<file path="config.mk">
export PLATFORM = sky130hd
export DESIGN_NAME = instr_sequencer_flat
export DESIGN_NICKNAME = d
export VERILOG_FILES = /design/src/rtl/cpu_pkg.sv /design/src/rtl/instr_sequencer_if.sv /design/src/rtl/jump_lut.sv /design/src/rtl/instr_sequencer.sv /design/src/flat_wrapper.sv
export SDC_FILE = /design/constraint.sdc
export NUM_CORES = 1
export LEC_CHECK = 0
export ABC_AREA = 1
export CORE_MARGIN = 1.5
export CORE_UTILIZATION = 45
export CTS_CLUSTER_DIAMETER = 40
export DETAILED_ROUTE_END_ITERATION = 10
export PLACE_DENSITY_LB_ADDON = 0.1
export SYNTH_ARGS = -nofsm -noshare
export SYNTH_HDL_FRONTEND = slang
export SYNTH_SLANG_ARGS = --single-unit
</file>
<file path="constraint.sdc">
create_clock -name clk -period 2.3 [get_ports clk]
set_clock_uncertainty 0.2 [all_clocks]
set_input_delay 0.46 -clock clk [delete_from_list [all_inputs] [get_ports clk]]
set_output_delay 0.46 -clock clk [all_outputs]
set_load 0.01 [all_outputs]
</file>
<file path="src/rtl/cpu_pkg.sv">
// Shared definitions for the 9-bit-ISA core.
// Contents:
//   seq_state_t   - instruction sequencer FSM states
//   instr_class_t - coarse instruction class used by the sequencer
//   HALT_INSTR    - the all-ones halt encoding
//   OP_*          - casez opcode patterns, also used by the instruction decoder
//   JUMP_TABLE    - program-specific jump targets, indexed by ir[3:0]
//   classify()    - maps a raw instruction word to its class
package cpu_pkg;

  localparam int INSTR_W = 9;

  typedef enum logic [2:0] {
    S_IDLE,
    S_FETCH,
    S_LOAD,
    S_EXEC,
    S_MEM,
    S_HALT
  } seq_state_t;

  typedef enum logic [3:0] {
    I_NOP,
    I_HALT,
    I_MOV,
    I_CMP,
    I_ALU,
    I_JG,
    I_JGE,
    I_JMP,
    I_LDR,
    I_STR,
    I_LDI,
    I_STI
  } instr_class_t;

  localparam logic [INSTR_W-1:0] HALT_INSTR = 9'h1FF;

  // '?' bits are don't-care when the patterns are used as casez items.
  localparam logic [INSTR_W-1:0] OP_MOV    = 9'b000??????;
  localparam logic [INSTR_W-1:0] OP_CMP    = 9'b001??????;
  localparam logic [INSTR_W-1:0] OP_ALU2   = 9'b01???????;
  localparam logic [INSTR_W-1:0] OP_JG     = 9'b10000????;
  localparam logic [INSTR_W-1:0] OP_JGE    = 9'b10001????;
  localparam logic [INSTR_W-1:0] OP_JMP    = 9'b1001?????;
  localparam logic [INSTR_W-1:0] OP_LDR    = 9'b101110???;
  localparam logic [INSTR_W-1:0] OP_STR    = 9'b101111???;
  localparam logic [INSTR_W-1:0] OP_LDI    = 9'b110000???;
  localparam logic [INSTR_W-1:0] OP_STI    = 9'b110001???;
  localparam logic [INSTR_W-1:0] OP_ALU1   = 9'b101??????;

  // Jump targets for the current program; narrower PCs use the low bits.
  localparam logic [15:0] JUMP_TABLE [16] = '{
    16'h000, 16'h010, 16'h020, 16'h030, 16'h008, 16'h040, 16'h100, 16'h180,
    16'h200, 16'h280, 16'h300, 16'h380, 16'h3F0, 16'h0FF, 16'h1FE, 16'h3FF
  };

  // Order matters: ldr/str live inside the 101xxxxxx single-register ALU space
  // and must be matched before it.
  function automatic instr_class_t classify(input logic [INSTR_W-1:0] instr);
    if (instr == HALT_INSTR) return I_HALT;
    casez (instr)
      OP_MOV:  return I_MOV;
      OP_CMP:  return I_CMP;
      OP_ALU2: return I_ALU;
      OP_JG:   return I_JG;
      OP_JGE:  return I_JGE;
      OP_JMP:  return I_JMP;
      OP_LDR:  return I_LDR;
      OP_STR:  return I_STR;
      OP_LDI:  return I_LDI;
      OP_STI:  return I_STI;
      OP_ALU1: return I_ALU;
      default: return I_NOP;
    endcase
  endfunction

endpackage

</file>
<file path="src/rtl/instr_sequencer_if.sv">
// Instruction-ROM and data-memory bus of the sequencer.
//   imem_addr  - instruction ROM address (sequencer -> ROM)
//   imem_data  - ROM data, valid the cycle after the address (ROM -> sequencer)
//   mem_req    - data-memory request, held until mem_ack
//   mem_we     - 1 = write, valid while mem_req
//   mem_ack    - one-cycle completion from data memory
// master: sequencer side; slave: memory side.
interface instr_sequencer_if
  import cpu_pkg::*;
#(
  parameter int PC_W = 10
);
  logic [PC_W-1:0]    imem_addr;
  logic [INSTR_W-1:0] imem_data;
  logic               mem_req;
  logic               mem_we;
  logic               mem_ack;

  modport master (
    output imem_addr, mem_req, mem_we,
    input  imem_data, mem_ack
  );

  modport slave (
    input  imem_addr, mem_req, mem_we,
    output imem_data, mem_ack
  );
endinterface

</file>
<file path="src/rtl/jump_lut.sv">
// Combinational 16-entry jump-target table.
//   idx    - ir[3:0] of the jump instruction
//   target - PC_W-bit jump target
module jump_lut
  import cpu_pkg::*;
#(
  parameter int PC_W = 10
) (
  input  logic [3:0]      idx,
  output logic [PC_W-1:0] target
);
  logic [15:0] raw;

  assign raw    = JUMP_TABLE[idx];
  assign target = PC_W'(raw);
endmodule

</file>
<file path="src/rtl/instr_sequencer.sv">
// Fetch/execute control unit: owns PC and IR, resolves jumps through the
// jump LUT, sequences multi-cycle memory ops, emits write strobes and status.
// Ports:
//   clk, rst_n           - clock, asynchronous active-low reset
//   start                - begin at PC 0 from IDLE/HALT
//   bus (master)         - instruction ROM and data-memory handshake
//   ir, pc               - instruction register, program counter
//   flag_gt, flag_eq     - ALU flags for conditional jumps
//   reg_we, flag_we      - one-cycle write strobes
//   busy, done, err      - run status (err = sticky memory timeout)
//   instr_count          - saturating retired-instruction counter
module instr_sequencer
  import cpu_pkg::*;
#(
  parameter int PC_W        = 10,
  parameter int MEM_TIMEOUT = 64,
  parameter int CNT_W       = 16
) (
  input  logic                clk,
  input  logic                rst_n,
  input  logic                start,
  instr_sequencer_if.master   bus,
  output logic [INSTR_W-1:0]  ir,
  output logic [PC_W-1:0]     pc,
  input  logic                flag_gt,
  input  logic                flag_eq,
  output logic                reg_we,
  output logic                flag_we,
  output logic                busy,
  output logic                done,
  output logic                err,
  output logic [CNT_W-1:0]    instr_count
);
  localparam int TO_W = $clog2(MEM_TIMEOUT + 1);
  localparam logic [TO_W-1:0] TO_LAST = TO_W'(MEM_TIMEOUT - 1);

  seq_state_t          state_q, state_d;
  logic [PC_W-1:0]     pc_q, pc_d;
  logic [INSTR_W-1:0]  ir_q, ir_d;
  logic [CNT_W-1:0]    cnt_q, cnt_d;
  logic [TO_W-1:0]     tcnt_q, tcnt_d;
  logic                mem_req_q, mem_req_d;
  logic                mem_we_q, mem_we_d;
  logic                err_q, err_d;
  logic                done_q, done_d;
  logic                busy_q, busy_d;

  instr_class_t        cls;
  logic [PC_W-1:0]     jump_target;
  logic                retire;

  assign cls = classify(ir_q);

  jump_lut #(.PC_W(PC_W)) u_jump_lut (
    .idx    (ir_q[3:0]),
    .target (jump_target)
  );

  // Strobes are decoded from current state rather than registered: the load
  // write-back must coincide with the mem_ack cycle, which a flop cannot do.
  always_comb begin
    // NOTE: every variable gets a default first so no path leaves one unassigned (no latches).
    state_d   = state_q;
    pc_d      = pc_q;
    ir_d      = ir_q;
    cnt_d     = cnt_q;
    tcnt_d    = tcnt_q;
    mem_req_d = mem_req_q;
    mem_we_d  = mem_we_q;
    err_d     = err_q;
    retire    = 1'b0;
    reg_we    = 1'b0;
    flag_we   = 1'b0;

    case (state_q)
      S_IDLE, S_HALT: begin
        if (start) begin
          state_d = S_FETCH;
          pc_d    = '0;
          err_d   = 1'b0;
          cnt_d   = '0;
        end
      end

      S_FETCH: state_d = S_LOAD;

      S_LOAD: begin
        ir_d    = bus.imem_data;
        state_d = S_EXEC;
      end

      S_EXEC: begin
        pc_d    = pc_q + 1'b1;   // wraps silently at 2^PC_W
        state_d = S_FETCH;
        retire  = 1'b1;
        case (cls)
          I_HALT: begin
            pc_d    = pc_q;
            state_d = S_HALT;
          end
          I_MOV, I_ALU: reg_we = 1'b1;
          I_CMP:        flag_we = 1'b1;
          I_JG:         if (flag_gt) pc_d = jump_target;
          I_JGE:        if (flag_gt || flag_eq) pc_d = jump_target;
          I_JMP:        pc_d = jump_target;
          I_LDR, I_LDI, I_STR, I_STI: begin
            // Retired only on ack; a timed-out access never counts.
            retire    = 1'b0;
            state_d   = S_MEM;
            mem_req_d = 1'b1;
            mem_we_d  = (cls == I_STR) || (cls == I_STI);
            tcnt_d    = '0;
          end
          default: ;
        endcase
      end

      S_MEM: begin
        // start is not looked at here, so a coincident start is ignored.
        if (bus.mem_ack) begin
          mem_req_d = 1'b0;
          mem_we_d  = 1'b0;
          retire    = 1'b1;
          reg_we    = (cls == I_LDR) || (cls == I_LDI);
          state_d   = S_FETCH;
        end else if (tcnt_q == TO_LAST) begin
          mem_req_d = 1'b0;
          mem_we_d  = 1'b0;
          err_d     = 1'b1;
          state_d   = S_HALT;
        end else begin
          tcnt_d = tcnt_q + 1'b1;
        end
      end

      default: state_d = S_IDLE;
    endcase

    if (retire && (cnt_q != '1)) cnt_d = cnt_q + 1'b1;

    done_d = (state_d == S_HALT);
    busy_d = (state_d != S_HALT) && (state_d != S_IDLE);
  end

  // NOTE: sequential state uses non-blocking assignments so every flop samples pre-edge values.
  always_ff @(posedge clk or negedge rst_n) begin
    if (!rst_n) begin
      state_q   <= S_IDLE;
      pc_q      <= '0;
      ir_q      <= '0;
      cnt_q     <= '0;
      tcnt_q    <= '0;
      mem_req_q <= 1'b0;
      mem_we_q  <= 1'b0;
      err_q     <= 1'b0;
      done_q    <= 1'b0;
      busy_q    <= 1'b0;
    end else begin
      state_q   <= state_d;
      pc_q      <= pc_d;
      ir_q      <= ir_d;
      cnt_q     <= cnt_d;
      tcnt_q    <= tcnt_d;
      mem_req_q <= mem_req_d;
      mem_we_q  <= mem_we_d;
      err_q     <= err_d;
      done_q    <= done_d;
      busy_q    <= busy_d;
    end
  end

  assign bus.imem_addr = pc_q;
  assign bus.mem_req   = mem_req_q;
  assign bus.mem_we    = mem_we_q;
  assign ir            = ir_q;
  assign pc            = pc_q;
  assign busy          = busy_q;
  assign done          = done_q;
  assign err           = err_q;
  assign instr_count   = cnt_q;

endmodule

</file>
<file path="src/flat_wrapper.sv">
// flat-port wrapper written by rule: the top's interface ports become plain ports
module instr_sequencer_flat import cpu_pkg::*;
#(
  parameter int PC_W        = 10,
  parameter int MEM_TIMEOUT = 64,
  parameter int CNT_W       = 16
)
  (clk, rst_n, start, ir, pc, flag_gt, flag_eq, reg_we, flag_we, busy, done, err, instr_count, bus_imem_addr, bus_mem_req, bus_mem_we, bus_imem_data, bus_mem_ack);
  instr_sequencer_if #(.PC_W(PC_W)) bus_i ();
  input  logic clk;
  input  logic rst_n;
  input  logic start;
  output logic [INSTR_W-1:0] ir;
  output logic [PC_W-1:0] pc;
  input  logic flag_gt;
  input  logic flag_eq;
  output logic reg_we;
  output logic flag_we;
  output logic busy;
  output logic done;
  output logic err;
  output logic [CNT_W-1:0] instr_count;
  output wire logic [$bits(bus_i.imem_addr)-1:0] bus_imem_addr;
  output wire logic [$bits(bus_i.mem_req)-1:0] bus_mem_req;
  output wire logic [$bits(bus_i.mem_we)-1:0] bus_mem_we;
  input wire logic [$bits(bus_i.imem_data)-1:0] bus_imem_data;
  input wire logic [$bits(bus_i.mem_ack)-1:0] bus_mem_ack;
  assign bus_imem_addr = bus_i.imem_addr;
  assign bus_mem_req = bus_i.mem_req;
  assign bus_mem_we = bus_i.mem_we;
  assign bus_i.imem_data = bus_imem_data;
  assign bus_i.mem_ack = bus_mem_ack;
  instr_sequencer #(.PC_W(PC_W), .MEM_TIMEOUT(MEM_TIMEOUT), .CNT_W(CNT_W)) u_core (.clk(clk), .rst_n(rst_n), .start(start), .bus(bus_i), .ir(ir), .pc(pc), .flag_gt(flag_gt), .flag_eq(flag_eq), .reg_we(reg_we), .flag_we(flag_we), .busy(busy), .done(done), .err(err), .instr_count(instr_count));
endmodule
</file>
==> reports/results.tsv <==
metric	value	unit
dpl cells	699	
CP endpoint kind	output port	
Initial DRC Count	180	
CP Max Fanout	6	
crit path launch type	flop	
Power Density	1050	nW/µm²
gpl congestion	0.898	
fin cells	713	
nets	633	
Yosys reg bits	50	
drt pass-1 iters	5	
CTS tree	built	
status	finished with violations	
die footprint	8660	µm²
hold wc startpoint	u_core.tcnt_q[0]$_DFFE_PN0P_	
first-pass GRT wire length	15500	µm
Die Span Y	93.1	µm
initial antenna violation count	0	
Core ar.	7810	µm²
Final Hold Fails	0	
hold path depth	1	
pin count of the biggest net entering global routing	32	
total power	5.13	mW
clock buffer depth	2	
final worst slack	-0.0694	ns
setup TNS	-0.0694	ns
Arrival @ worst endpoint	1.71	ns
Final Max Slew Viols	0	
commonest non-fill, non-tap cell in the layout	nand2_1	
R2R Setup Slk	0.23	ns
vias per cell	5.20	
Hold WS	0.305	ns
area post-placement	4620	µm²
DRC	0	
Initial Utilization	46.8	%
syn_nets	528	
Detailed Route WL	9230	µm
clock-pin slew on the worst setup and hold paths	0.10	ns
crit path kind	flop to output port	
worst path required time	1.64	ns
Root Buffer	clkbuf_8	
Netlist cell types	41	
final setup violation count	1	
violated checks	negative setup slack	
synthesized cell area	3650	µm²
GR Util All Layers	22.0	%
Port Buffers	66	
Mapped Avg Cell Area	7.23	µm²
DR WL/cell	12.9	µm
R2R Path Start	u_core.instr_count[1]$_DFFE_PN0P_	
share of layout cells above drive strength 1	21.8	%
grt ovf	0	
IO Pins	67	
fin util	62.7	%
worst hold path endpoint	u_core.tcnt_q[0]$_DFFE_PN0P_	
synth-to-layout area growth	34.0	%
FMAX	422	MHz
Routed Antenna Nets	0	
TritonCTS Buffers	5	
HPWL after DPL	6890	µm
unrepaired setup endpoints after global routing	yes	
H-Tree Depth	2	
post-layout minimum cycle time	2.37	ns
Slew HR	72.6	%
Hold WC Path Type	flop to flop	
worst-case reg-to-reg path depth	11	
vias in the first global route	3412	
Clock Latency Late Sink	0.31	ns
Max-Cap Viols	0	
VDD IR max	679	µV
dpl ws	-0.217	ns
Lkg Pwr	2.23	nW
fin area	4890	µm²
FP Rows	32	
Diodes inserted	0	
most frequent cells in the layout	116 x nand2_1, 63 x clkdlybuf4s50_1, 55 x nor2_1	
r2r endpoint	u_core.instr_count[13]$_DFFE_PN0P_	
routed vias	3707	
sequential fraction of the synthesis area	34.3	%
Post-Syn Instances	505	
CTS Sinks	50	
fin crit share	103	%
Yosys warning total	0	
slew of the pin with the lowest slew margin	0.407	ns
width of the chip	93.1	µm
==> Yosys cell counts (all sizes together) <==
cell | n | area share, %
nand3b | 5 | 1.0
clkbuf | 3 | 0.34
and3 | 2 | 0.34
o22ai | 1 | 0.17
a22o | 1 | 0.24
xor2 | 12 | 2.9
o21bai | 1 | 0.21
nand3 | 65 | 11
o2111ai | 1 | 0.24
nand2 | 129 | 14
a311oi | 1 | 0.24
o21ai | 30 | 5.7
xnor2 | 7 | 1.7
a31oi | 4 | 0.69
a21oi | 26 | 3.6
nor2 | 62 | 6.9
nor3 | 8 | 1.2
clkinv | 2 | 0.21
o21a | 2 | 0.41
o211ai | 5 | 1.0
ha | 8 | 2.7
a211oi | 1 | 0.21
a21o | 1 | 0.21
nand4 | 8 | 1.4
dfrtp | 50 | 34
inv | 53 | 5.4
buf | 17 | 4.0
==> layout make-up <==
type / instances / area [µm²]
well taps: 102 / 128
inverters: 55 / 209
repair buffers: 118 / 1060
clock buffers: 6 / 82.6
multi-input cells: 380 / 2120
clock inverters: 2 / 38.8
fillers: 694 / 2910
flip-flops and latches: 50 / 1260
==> how the worst max path moves through the flow <==
stage	startpoint	end	slack (ns)	cells past startpoint
floorplan	u_core.ir[6]$_DFFE_PN0N_	reg_we	0.22	8
global placement	bus_mem_ack	reg_we	-0.21	6
detailed placement	bus_mem_ack	reg_we	-0.22	6
CTS	u_core.ir[8]$_DFFE_PN0N_	reg_we	-0.04	9
global route	u_core.ir[8]$_DFFE_PN0N_	reg_we	-0.17	9
finish	u_core.ir[8]$_DFFE_PN0N_	reg_we	-0.07	9
==> flip-flops by register name, summed over array words and instances (netlist names) <==
register / flops
u_core.done: 1
u_core.err: 1
u_core.tcnt_q: 7
u_core.busy: 1
u_core.instr_count: 16
u_core.bus.mem_req: 1
u_core.bus.mem_we: 1
u_core.bus.imem_addr: 10
u_core.ir: 9
u_core.state_q: 3
==> cells by family after synthesis <==
group                      Yosys count  synth area share (%)
and+or+nand+nor                    279                  35.5
buffers and inverters               75                  10.0
AOI/OAI and AO/OA                   74                  12.9
DFF                                 50                  34.3
xor gates and xnor gates            19                  4.56
adders and majority gates            8                  2.74
==> worst max-delay path, stage by stage, from the launching register on <==
cell and delay [ns]:
dfrtp_2 0.48, nand2_4 0.10, inv_1 0.06, nand3_1 0.08
nand2_1 0.07, inv_2 0.09, nand3_1 0.11, nand3b_1 0.18
nand3_1 0.10, buf_2 0.13
==> routing by layer <==
| metal | vias to the layer above | part of all wire (%) | routed length [µm] | GRT usage [%] |
|---|---|---|---|---|
| li1 | 1872 | - | - | - |
| met1 | 1700 | 46 | 4260 | 30.2 |
| met4 | 0 | 1.4 | 127 | 6.57 |
| met3 | 13 | 5.1 | 469 | 3.41 |
| met2 | 122 | 47 | 4370 | 35.8 |
| met5 | - | 0 | 0 | 0 |
==> where the power goes <==
group	switching, mW	leakage (nW)	internal [mW]	total [mW]
sequential	0.276	0.646	1.11	1.39
clock	0.318	0.0618	0.358	0.677
combinational	1.69	1.52	1.38	3.06
total	2.28	2.23	2.85	5.13
==> what timing repair did <==
| item | 4_1_cts | 5_1_grt |
|---|---|---|
| pin swaps | 2 | 10 |
| hold buffers | 1 | 0 |
| gates resized for setup | 11 | 33 |
| setup endpoints to repair | 2 | 13 |
| setup buffers | 1 | 4 |
| hold endpoints to repair | 17 | 0 |
(Power assumes the default switching activity.)
